--- src/rtl/sensor_acq_seq_pkg.sv ---
// sensor_acq_seq_pkg: shared state encoding, default sizes and sensor slot indices
package sensor_acq_seq_pkg;

    typedef enum logic [1:0] {IDLE, RUN, DONE} acq_state_e;

    localparam int N_SENSORS_DEF = 10;
    localparam int DLY_W_DEF     = 16;
    localparam int TO_W_DEF      = 16;

    localparam int SENS_ADC   = 0;
    localparam int SENS_ENC   = 1;
    localparam int SENS_AMDS0 = 2;
    localparam int SENS_AMDS1 = 3;
    localparam int SENS_AMDS2 = 4;
    localparam int SENS_AMDS3 = 5;
    localparam int SENS_EDDY0 = 6;
    localparam int SENS_EDDY1 = 7;
    localparam int SENS_EDDY2 = 8;
    localparam int SENS_EDDY3 = 9;

endpackage

--- src/rtl/sensor_acq_slot.sv ---
// sensor_acq_slot: per-sensor start compare, done edge capture, wait counter and timeout
module sensor_acq_slot
    import sensor_acq_seq_pkg::*;
#(
    parameter int DLY_W = DLY_W_DEF,
    parameter int TO_W  = TO_W_DEF
) (
    input  logic             clk,
    input  logic             rst,
    input  logic             clr,
    input  logic             run,
    input  logic             en,
    input  logic [DLY_W-1:0] dly,
    input  logic [31:0]      elapsed,
    input  logic [TO_W-1:0]  timeout_cycles,
    input  logic             done_raw,
    output logic             start,
    output logic             done_d,
    output logic             done_q,
    output logic             timeout_flag
);

    logic            done_prev;
    logic            started;
    logic [TO_W-1:0] wait_cnt;
    logic            rise;
    logic            to_hit;
    logic            done_set;
    logic            to_set;

    // started only goes high after the start cycle, so edges up to and including it are ignored
    assign start    = run && en && elapsed == 32'(dly);
    assign rise     = done_raw && !done_prev;
    assign to_hit   = timeout_cycles != '0 && wait_cnt == timeout_cycles;
    assign done_set = run && started && !done_q && rise;
    assign to_set   = run && started && !done_q && !rise && to_hit;
    assign done_d   = done_q || done_set || to_set;

    // wait_cnt reads k in the k-th cycle after start; a real done edge beats a same-cycle timeout
    always_ff @(posedge clk) begin
        if (rst) begin
            done_prev    <= 1'b0;
            started      <= 1'b0;
            wait_cnt     <= '0;
            done_q       <= 1'b0;
            timeout_flag <= 1'b0;
        end else begin
            done_prev <= done_raw;
            if (clr) begin
                started      <= 1'b0;
                wait_cnt     <= '0;
                done_q       <= 1'b0;
                timeout_flag <= 1'b0;
            end else begin
                if (start) begin
                    started  <= 1'b1;
                    wait_cnt <= TO_W'(1);
                end else if (run && started && !done_q && wait_cnt != '1) begin
                    wait_cnt <= wait_cnt + 1'b1;
                end
                if (done_set || to_set) done_q <= 1'b1;
                if (to_set) timeout_flag <= 1'b1;
            end
        end
    end

endmodule

--- src/rtl/sensor_acq_sequencer.sv ---
// sensor_acq_sequencer: staggered sensor starts per trigger with timed-out done tracking; optional SENSOR_ACQ_SEQ_CYCLE_COUNT_EN
module sensor_acq_sequencer
    import sensor_acq_seq_pkg::*;
#(
    parameter int N_SENSORS = N_SENSORS_DEF,
    parameter int DLY_W     = DLY_W_DEF,
    parameter int TO_W      = TO_W_DEF
) (
    input  logic                       clk,
    input  logic                       rst,
    input  logic                       trigger,
    input  logic [N_SENSORS-1:0]       en_bits,
    input  logic [N_SENSORS*DLY_W-1:0] start_dly,
    input  logic [TO_W-1:0]            timeout_cycles,
    input  logic [N_SENSORS-1:0]       sensor_done,
    output logic [N_SENSORS-1:0]       sensor_start,
    output logic [N_SENSORS-1:0]       done_q,
    output logic [N_SENSORS-1:0]       timeout_flags,
    output logic                       busy,
    output logic                       acq_done,
    output logic                       overrun,
    input  logic                       overrun_clr,
    output logic [31:0]                last_acq_cycles
);

    acq_state_e                 state;
    logic [N_SENSORS-1:0]       en_q;
    logic [N_SENSORS*DLY_W-1:0] dly_q;
    logic [31:0]                elapsed;
    logic [N_SENSORS-1:0]       done_d;
    logic                       run;
    logic                       arm;
    logic                       finish;

    // completion looks at next-cycle done state so acq_done lands the cycle after the last done edge
    assign run    = state == RUN;
    assign arm    = !run && trigger && en_bits != '0;
    assign finish = run && (done_d & en_q) == en_q;

    for (genvar i = 0; i < N_SENSORS; i++) begin : g_slot
        sensor_acq_slot #(.DLY_W(DLY_W), .TO_W(TO_W)) u_slot (
            .clk            (clk),
            .rst            (rst),
            .clr            (arm),
            .run            (run),
            .en             (en_q[i]),
            .dly            (dly_q[i*DLY_W +: DLY_W]),
            .elapsed        (elapsed),
            .timeout_cycles (timeout_cycles),
            .done_raw       (sensor_done[i]),
            .start          (sensor_start[i]),
            .done_d         (done_d[i]),
            .done_q         (done_q[i]),
            .timeout_flag   (timeout_flags[i])
        );
    end

    // sequencing FSM with elapsed counter and sticky overrun (set beats clear)
    always_ff @(posedge clk) begin
        if (rst) begin
            state    <= IDLE;
            en_q     <= '0;
            dly_q    <= '0;
            elapsed  <= '0;
            busy     <= 1'b0;
            acq_done <= 1'b0;
            overrun  <= 1'b0;
        end else begin
            acq_done <= 1'b0;
            if (run && trigger) overrun <= 1'b1;
            else if (overrun_clr) overrun <= 1'b0;
            case (state)
                RUN: begin
                    elapsed <= elapsed + {31'b0, elapsed != '1};
                    if (finish) begin
                        state    <= DONE;
                        busy     <= 1'b0;
                        acq_done <= 1'b1;
                    end
                end
                default: begin
                    if (arm) begin
                        state   <= RUN;
                        busy    <= 1'b1;
                        en_q    <= en_bits;
                        dly_q   <= start_dly;
                        elapsed <= '0;
                    end
                end
            endcase
        end
    end

`ifdef SENSOR_ACQ_SEQ_CYCLE_COUNT_EN
    // run length from first RUN cycle through the completion cycle
    always_ff @(posedge clk) begin
        if (rst) last_acq_cycles <= '0;
        else if (finish) last_acq_cycles <= elapsed + {31'b0, elapsed != '1};
    end
`else
    assign last_acq_cycles = '0;
`endif

endmodule

--- config.mk ---
export PLATFORM = sky130hd
export DESIGN_NAME = sensor_acq_sequencer
export DESIGN_NICKNAME = d
export VERILOG_FILES = /design/src/rtl/sensor_acq_seq_pkg.sv /design/src/rtl/sensor_acq_slot.sv /design/src/rtl/sensor_acq_sequencer.sv
export SDC_FILE = /design/constraint.sdc
export NUM_CORES = 1
export LEC_CHECK = 0
export ABC_AREA = 1
export ABC_CLOCK_PERIOD_IN_PS = 6700
export BUFFER_PORTS_ARGS = -buffer_cell sky130_fd_sc_hd__buf_2
export CORE_MARGIN = 5
export CORE_UTILIZATION = 55
export DETAILED_ROUTE_END_ITERATION = 10
export GPL_TIMING_DRIVEN = 0
export PLACE_DENSITY_LB_ADDON = 0.15
export SLEW_MARGIN = 20
export SYNTH_ARGS = -nofsm -noshare
export SYNTH_HDL_FRONTEND = slang
export SYNTH_SLANG_ARGS = --single-unit
--- constraint.sdc ---
create_clock -name clk -period 6.7 [get_ports clk]
set_input_delay 0.335 -clock clk [delete_from_list [all_inputs] [get_ports clk]]
set_output_delay 0.335 -clock clk [all_outputs]
set_load 0.01 [all_outputs]
# Word level (Yosys, flattened, before mapping)
# Index checks and enable logic that the tools add are counted.
# op_classes
bitwise_logic	2
eq_ne	34
n_addsub	11
mux	31
reduce_logical	193
# ops
cell	n
32-bit by 16-bit equality test with 1-bit output	10
16-bit by 1-bit adder with 16-bit output (second input constant)	10
16-bit equality test	10
16-bit != test (second input constant)	10
1-bit logical AND	104
32-bit two-way mux	2
32-bit by 1-bit adder with 32-bit output	1
32-bit != test (second input constant)	1
1-bit logical NOT	31
1-bit logical OR	30
3-bit OR reduction	10
1-bit two-way mux	26
2-bit nonzero test	12
16-bit nonzero test	1
10-bit AND	1
10-bit equality test	1
10-bit nonzero test	1
2-bit two-way mux	3
2-bit AND reduction	2
2-bit OR reduction	2
2-bit by 1-bit equality test with 1-bit output (second input constant)	1
2-bit != test (second input constant)	1
1-bit inverter	1
# word_totals
inputBits	200
word_cells	338
reg_bits	407

# Logic depth before layout (Yosys ltp)
# Gate-level depths: netlist of run 1.
# depth
depth_word	11
ltp_mapped	20

# By module
# A second synthesis of run 1 with hierarchy kept.
# unflattened
cells_unflattened	4597
area_unflattened_um2	27068.5
# by_module_without_submodules
module	n_inst	cells_per_inst	area_per_inst_um2
sensor_acq_slot at g_slot[0].u_slot ...	9	342	1875.5
sensor_acq_sequencer	1	1145	8262.9
sensor_acq_slot at g_slot[9].u_slot	1	374	1925.6

# Worst setup path before layout of run 1
# OpenSTA, ideal clock, no wires.
# synth_timing
kind	register -> register
start	reg elapsed[11]
end	reg elapsed[24]
t_required_ns	6.622
path_stages_with_launch	19
setup_ns	0.078
path_slack_ns	4.181
t_arrival_ns	2.441
synth_period_minus_slack_ns	2.519
path_cell_list	dfxtp_1 -> buf_4 -> buf_4 -> nand2_1 -> nor2_1 -> inv_1 -> nor3_1 -> nand4_1 -> ha_1 -> ha_1 -> inv_1 -> nor3_2 -> nand3_2 -> nor2_2 -> nand2_2 -> nor2_4 -> nand4_1 -> or2_0 -> a32oi_1
# synth_via
elab_chain_cells	3
# synth_lines
item	line_no	text
from (decl)	sensor_acq_sequencer.sv:29	logic [31:0] elapsed;
from (signal assigned)	sensor_acq_sequencer.sv:74	elapsed <= elapsed + {31'b0, elapsed != '1};
32-bit != test	sensor_acq_sequencer.sv:74	
32-bit by 1-bit adder with 32-bit output (*)	sensor_acq_sequencer.sv:74	
32-bit two-way mux (*)	sensor_acq_sequencer.sv:72	case (state)
# Every way passes the cells marked *; elsewhere a longest branch is shown, timed or not.
# A chain may end at the register's enable or synchronous reset.

# Worst setup path after layout of run 1
# layout_timing
start	reg elapsed[15]
end	reg elapsed[15]
# The elaborated chain is that of the path after synthesis.

==> reports/results.tsv, run 1 <==
stage	metric	value	unit
clock_network	cts_root_buf	clkbuf_16	
pwr	finalPower	5.97	mW
setup_path	critPathKind	flip-flop to flip-flop	
sta	relSlewSlack	0.270	
sta	setup_viol_count_final	0	
sta	finClkSkew	0.0209	ns
sta	post-route-period-util	0.514	
placement	pre_cts_ws	3.25	ns
status	status	finished clean	
clock_network	clk_pin_slew	0.07	ns
sta	hold_viol	0	
floorplan	core	0.0408	mm²
clock_network	cts_resized	0	
grt	antenna_found_initial	0	
setup_path	crit_top_cell	nor2_1	
detailed_routing	routed_via_density	5.51	
placement	portBuffers	228	
clock_network	cts_tree	done	
setup_path	critPathRequiredTime	7.20	ns
pwr	ir_worst_vdd	0.192	mV
yosys	syn_avg_cell_area	6.59	µm²
yosys	synth-warning-count	0	
yosys	ys_seq_area_frac	0.358	
cells_and_area	stdcell_area	0.0275	mm²
yosys	ys_ff_latch	406	
pwr	leakage	11.7	nW
sta	tns	0	ns
cells_and_area	num-fill-cells	3586	
sta	maxClockFrequency	290	MHz
pwr	power_density	217	mW/mm²
cells_and_area	layout_commonest_cell	nand2_1	
grt	grt_usage	0.353	
clock_network	numCtsBuffers	44	
setup_path	cp_top_family	simple AND/OR/NAND/NOR gates	
cells_and_area	final_core_util	0.674	
min_path	hold_path.class	input port to flip-flop	
setup_path	crit_slowest_cell	nor3_1	
setup_path	crit_path_end_kind	flip-flop	
clock_network	cts_buffer_depth	3	
placement	placedInstanceArea	0.0246	mm²
setup_path	cp_max_fo	10	
setup_path	path_cells	buf_2, nand2_1, nor3_1, nand2_1, nor2_1, nand4_1, ha_1, nand4_1, nor2_1, inv_1, nor2_1, inv_1, nor2_2, nand2_1, inv_1, nand3_1, nor2_1, nand3_1, o31ai_1	
yosys	synth-async-reset-ratio	0	
yosys	synth_cell_types	51	
floorplan	num_io_pins	265	
grt	gr-total-overflow	0	
setup_path	startpoint_type	flip-flop	
detailed_routing	routed_wl	83000	µm
setup_path	rr_worst_depth	19	
sta	fin_ws	3.26	ns
grt	grt_pass1_wl	125000	µm
cells_and_area	nets	4099	
sta	worst_pin_slew	1.09	ns
clock_network	clock_latency	0.61	ns
detailed_routing	first_iter_violations	2352	
setup_path	arrival	3.94	ns
cells_and_area	final_cell_mix	nand2_1 (718), nor2_1 (596), dfxtp_1 (406)	
setup_path	cpPeakStageDelay	0.54	ns
sta	slew_viol_final	0	
setup_path	cp_num_cells	19	
sta	grt_setup_unrepaired	no	
yosys	synth-edff-count	0	
clock_network	h-tree-depth	2	
yosys	syn_inst	3443	
cells_and_area	syn_to_final_growth	21.4	%
sta	period_needed	3.44	ns
detailed_routing	post_drt_wl_per_cell	18.6	µm
min_path	min_path_cells	3	
yosys	syn_area	0.0227	mm²
clock_network	cts_setup_buffers	0	
job	maxCapViolCount	0	
detailed_routing	ant_nets	0	
grt	grt_start_max_net_pins	14	
detailed_routing	dr_total_vias	24500	
placement	gp_congestion	0.986	
placement	dpl.hpwl	57900	µm
floorplan	start_util	0.555	
grt	grt_pass1_vias	23100	
detailed_routing	first_pass_iters	6	
setup_path	crit_buf_inv	4	
floorplan	die_y	213	µm
clock_network	cts.sinks	406	
cells_and_area	drive_gt1_frac	0.130	
yosys	synth_ff_type	dfxtp_1	
floorplan	dieArea	0.0454	mm²
floorplan	die_w	213	µm
detailed_routing	post-route-drc-count	0	
floorplan	rows	74	
-- cell usage after synthesis (all sizes together) (3+ instances only) --
library cell | count | share of area
a221oi | 4 | 0.0015
o21bai | 3 | 0.00099
buf | 136 | 0.038
nand3 | 127 | 0.028
o21a | 12 | 0.0040
a21oi | 214 | 0.047
a31oi | 16 | 0.0056
dfxtp | 406 | 0.36
inv | 363 | 0.060
xor2 | 111 | 0.043
nor2 | 612 | 0.10
nor3 | 110 | 0.028
ha | 12 | 0.0066
nand3b | 10 | 0.0033
clkinv | 3 | 0.00050
nor3b | 14 | 0.0046
xnor2 | 57 | 0.022
nand2 | 731 | 0.12
o31ai | 3 | 0.00099
o21ai | 278 | 0.062
or2 | 30 | 0.0083
clkbuf | 59 | 0.0098
a211oi | 12 | 0.0040
o22ai | 13 | 0.0036
nor4 | 33 | 0.0091
nand4 | 54 | 0.015
o211ai | 14 | 0.0046
-- metal layers --
metal	share of wire	global-route usage	wire (µm)	vias to the layer above
met3	0.095	0.0576	7860	340
met2	0.45	0.575	37300	1296
met4	0.068	0.206	5610	0
met5	0	0	0	-
met1	0.39	0.444	32100	11000
li1	-	-	-	11800
-- flip-flops by register name, summed over array words and instances, names as in the netlist, 10 cells and up --
name                        cells
g_slot.u_slot.timeout_flag     10
en_q                           10
elapsed                        32
g_slot.u_slot.wait_cnt        160
g_slot.u_slot.done_prev        10
dly_q                         160
g_slot.u_slot.done_q           10
g_slot.u_slot.started          10
-- logic make-up after synthesis --
family	count (synthesis)	share of synthesized area
and+or+nand+nor	1723	0.326
xor gates and xnor gates	168	0.0649
DFF	406	0.358
adders and majority gates	12	0.00662
AOI/OAI and AO/OA	572	0.135
other	1	0.000165
buffers and inverters	561	0.108
-- what timing repair did --
item	CTS	global route
setup endpoints to repair	0	0
hold buffers	138	1
endpoints found under the hold margin	137	1
-- final timing paths --
| check | start | to | slack [ns] |
|---|---|---|---|
| max reg2reg | elapsed[15]$_SDFFE_PP0P_ | elapsed[15]$_SDFFE_PP0P_ | 3.26 |
| min | en_bits[7] | en_q[7]$_SDFFE_PP0P_ | 0.01 |
| min reg2reg | g_slot[8].u_slot.timeout_flag$_SDFFE_PP0P_ | g_slot[8].u_slot.timeout_flag$_SDFFE_PP0P_ | 0.45 |
| max | elapsed[15]$_SDFFE_PP0P_ | elapsed[15]$_SDFFE_PP0P_ | 3.26 |
-- cell type report --
type                       count  area [µm²]  area share
sequential                   406        8130       0.295
clock buffer                  64        1330      0.0482
tap                          532         666      0.0242
clock inverter                15         208     0.00755
inverter                     366        1370      0.0499
buffer                       195        1080      0.0394
timing repair buffer         367        2530      0.0920
multi-input combinational   2507       12200       0.443
antenna                        1        2.50   0.0000909
-- metrics by stage --
stage | hold slack, ns | instances
finish | 0.0131 | 4453
CTS | 0.000998 | 4451
floorplan | 0.426 | 3474
global route | 0.0135 | 4452
detailed placement | 0.441 | 4234
global placement | 0.436 | 4234
-- where the power goes --
group / internal, mW / switching (mW) / leakage (nW)
Combinational: 0.293 / 0.475 / 7.65
Clock: 1.54 / 1.08 / 0.763
Sequential: 2.51 / 0.0694 / 3.31
-- worst register-to-register path: stages, from the launching register on --
cell     delay (ns)
dfxtp_1        0.39
buf_2          0.39
nand2_1        0.14
nor3_1         0.54
nand2_1        0.17
nor2_1         0.15
nand4_1        0.16
ha_1           0.26
nand4_1        0.14
nor2_1         0.07
inv_1          0.08
nor2_1         0.04
inv_1          0.10
nor2_2         0.06
nand2_1        0.18
inv_1          0.09
nand3_1        0.14
nor2_1         0.08
nand3_1        0.07
o31ai_1        0.08
No activity file was read; power rests on OpenSTA's default activity.
==> run 2: changes to the inputs <==
Settings changed: ABC_CLOCK_PERIOD_IN_PS 6700 to 3430.
Clock period 6.7 ns to 3.43 ns, I/O delays scaled along.
==> run 2 against run 1 <==
Utilization up 1.1 points; combinational power up 100%; setup slack got worse by 3.0 ns; routed wire length up 2.2%; clock power up 95%; first-iteration DRC count is 9.1% higher; via count rose by 2.0%; count of clock-buffer cells in the layout did not move; clock skew up 0.0047 ns; cell count up 0.94%; register-to-register slack worse by 3.0 ns; hold slack better by 0.085 ns; critical path type is now flip-flop to output port; highest routed layer unchanged.
==> reports/results.tsv, run 2 (synthesized netlist as in run 1, its figures left out) <==
stage	metric	value	unit
detailed_routing	dr_total_vias	25000	
sta	finClkSkew	0.0256	ns
cells_and_area	layout_commonest_cell	nand2_1	
sta	hold_slack	0.0978	ns
sta	maxClockFrequency	315	MHz
cells_and_area	final_cell_mix	nand2_1 (718), nor2_1 (596), dfxtp_1 (406)	
grt	grt_start_max_net_pins	14	
pwr	power_density	419	mW/mm²
detailed_routing	routed_wl	84800	µm
floorplan	die_w	213	µm
min_path	hold_path.class	input port to flip-flop	
detailed_routing	ant_nets	0	
floorplan	core	0.0408	mm²
job	maxCapViolCount	0	
setup_path	cpPeakStageDelay	0.53	ns
detailed_routing	routed_via_density	5.56	
clock_network	clk_pin_slew	0.06	ns
sta	period_needed	3.18	ns
cells_and_area	syn_to_final_growth	23.3	%
floorplan	dieArea	0.0454	mm²
clock_network	cts_buffer_depth	3	
setup_path	startpoint_type	flip-flop	
setup_path	crit_slowest_cell	dfxtp_1	
sta	worst_pin_slew	1.08	ns
grt	gr-total-overflow	0	
clock_network	cts.sinks	406	
placement	dpl.hpwl	57900	µm
detailed_routing	post_drt_wl_per_cell	18.9	µm
placement	pre_cts_ws	0.140	ns
placement	portBuffers	228	
sta	fin_ws	0.253	ns
pwr	leakage	11.9	nW
placement	gp_congestion	0.986	
sta	relSlewSlack	0.281	
grt	grt_pass1_vias	23600	
grt	antenna_found_initial	0	
detailed_routing	first_iter_violations	2566	
sta	post-route-period-util	0.926	
setup_path	path_cells	buf_2, xor2_1, nor2_1, nand3_1, nor4b_1, nand3b_1, inv_1, buf_4, buf_2	
clock_network	h-tree-depth	2	
cells_and_area	final_core_util	0.685	
grt	grt_pass1_wl	129000	µm
floorplan	die_y	213	µm
pwr	finalPower	11.7	mW
sta	hold_viol	0	
sta	tns	0	ns
cells_and_area	num-fill-cells	3488	
cells_and_area	stdcell_area	0.0280	mm²
detailed_routing	first_pass_iters	5	
floorplan	start_util	0.555	
setup_path	crit_path_end_kind	output port	
setup_path	critPathRequiredTime	3.26	ns
grt	grt_usage	0.363	
cells_and_area	stdcell_count	4495	
placement	placed_cells	4234	
placement	placedInstanceArea	0.0246	mm²
pwr	ir_worst_vdd	0.379	mV
clock_network	numCtsBuffers	44	
setup_path	critPathKind	flip-flop to output port	
cells_and_area	reg_top3	dly_q x160, g_slot.u_slot.wait_cnt x160, elapsed x32	
clock_network	cts_root_buf	clkbuf_16	
clock_network	clock_latency	0.61	ns
setup_path	cp_max_fo	10	
clock_network	cts_tree	done	
floorplan	num_io_pins	265	
sta	grt_setup_unrepaired	no	
detailed_routing	post-route-drc-count	0	
floorplan	rows	74	
setup_path	arrival	3.01	ns
cells_and_area	drive_gt1_frac	0.128	
sta	setup_viol_count_final	0	
status	status	finished clean	
cells_and_area	nets	4141	
setup_path	crit_top_cell	buf_2	
sta	slew_viol_final	0	
## run 2: routing by layer
| metal | GRT usage | share of wire |
|---|---|---|
| met3 | 0.0639 | 0.098 |
| met5 | 0 | 0 |
| met2 | 0.585 | 0.45 |
| met1 | 0.451 | 0.38 |
| met4 | 0.230 | 0.072 |
## run 2: critical path, delay by kind of cell, from the launching register on
kind | cells | cell delay (ns)
buffers and inverters | 4 | 0.85
xor gates and xnor gates | 1 | 0.13
and+or+nand+nor | 4 | 0.87
DFF | 1 | 0.53
## run 2: final timing paths
kind	endpoint	cells past startpoint	startpoint	slack (ns)
worst max-delay path	sensor_start[8]	9	elapsed[14]$_SDFFE_PP0P_	0.25
worst min-delay path	elapsed[24]$_SDFFE_PP0P_	3	rst	0.1
worst max register to register	g_slot[4].u_slot.wait_cnt[8]$_SDFFE_PP0P_	10	elapsed[19]$_SDFFE_PP0P_	0.26
worst min register to register	g_slot[8].u_slot.timeout_flag$_SDFFE_PP0P_	2	g_slot[8].u_slot.timeout_flag$_SDFFE_PP0P_	0.45
## run 2: final cells by class
type / count / area (µm²) / area share
clock buffers: 64 / 1330 / 0.0475
plain buffers: 194 / 1080 / 0.0387
repair buffers: 410 / 2960 / 0.106
multi-input cells: 2507 / 12200 / 0.437
well taps: 532 / 666 / 0.0238
diodes: 1 / 2.50 / 0.0000895
clock inverters: 15 / 208 / 0.00743
inverters: 366 / 1370 / 0.0491
flip-flops and latches: 406 / 8130 / 0.291
## run 2: timing repair
item | CTS | global route
endpoints found under the setup margin | 0 | 17
setup buffers | 0 | 0
hold endpoints to repair | 186 | 0
gates resized for setup | 0 | 2
hold buffers | 182 | 0
## run 2: where the power goes
group          switching [mW]  internal [mW]
combinational           0.956          0.604
sequential              0.140           4.91
clock                    2.11           3.00
total                    3.20           8.51
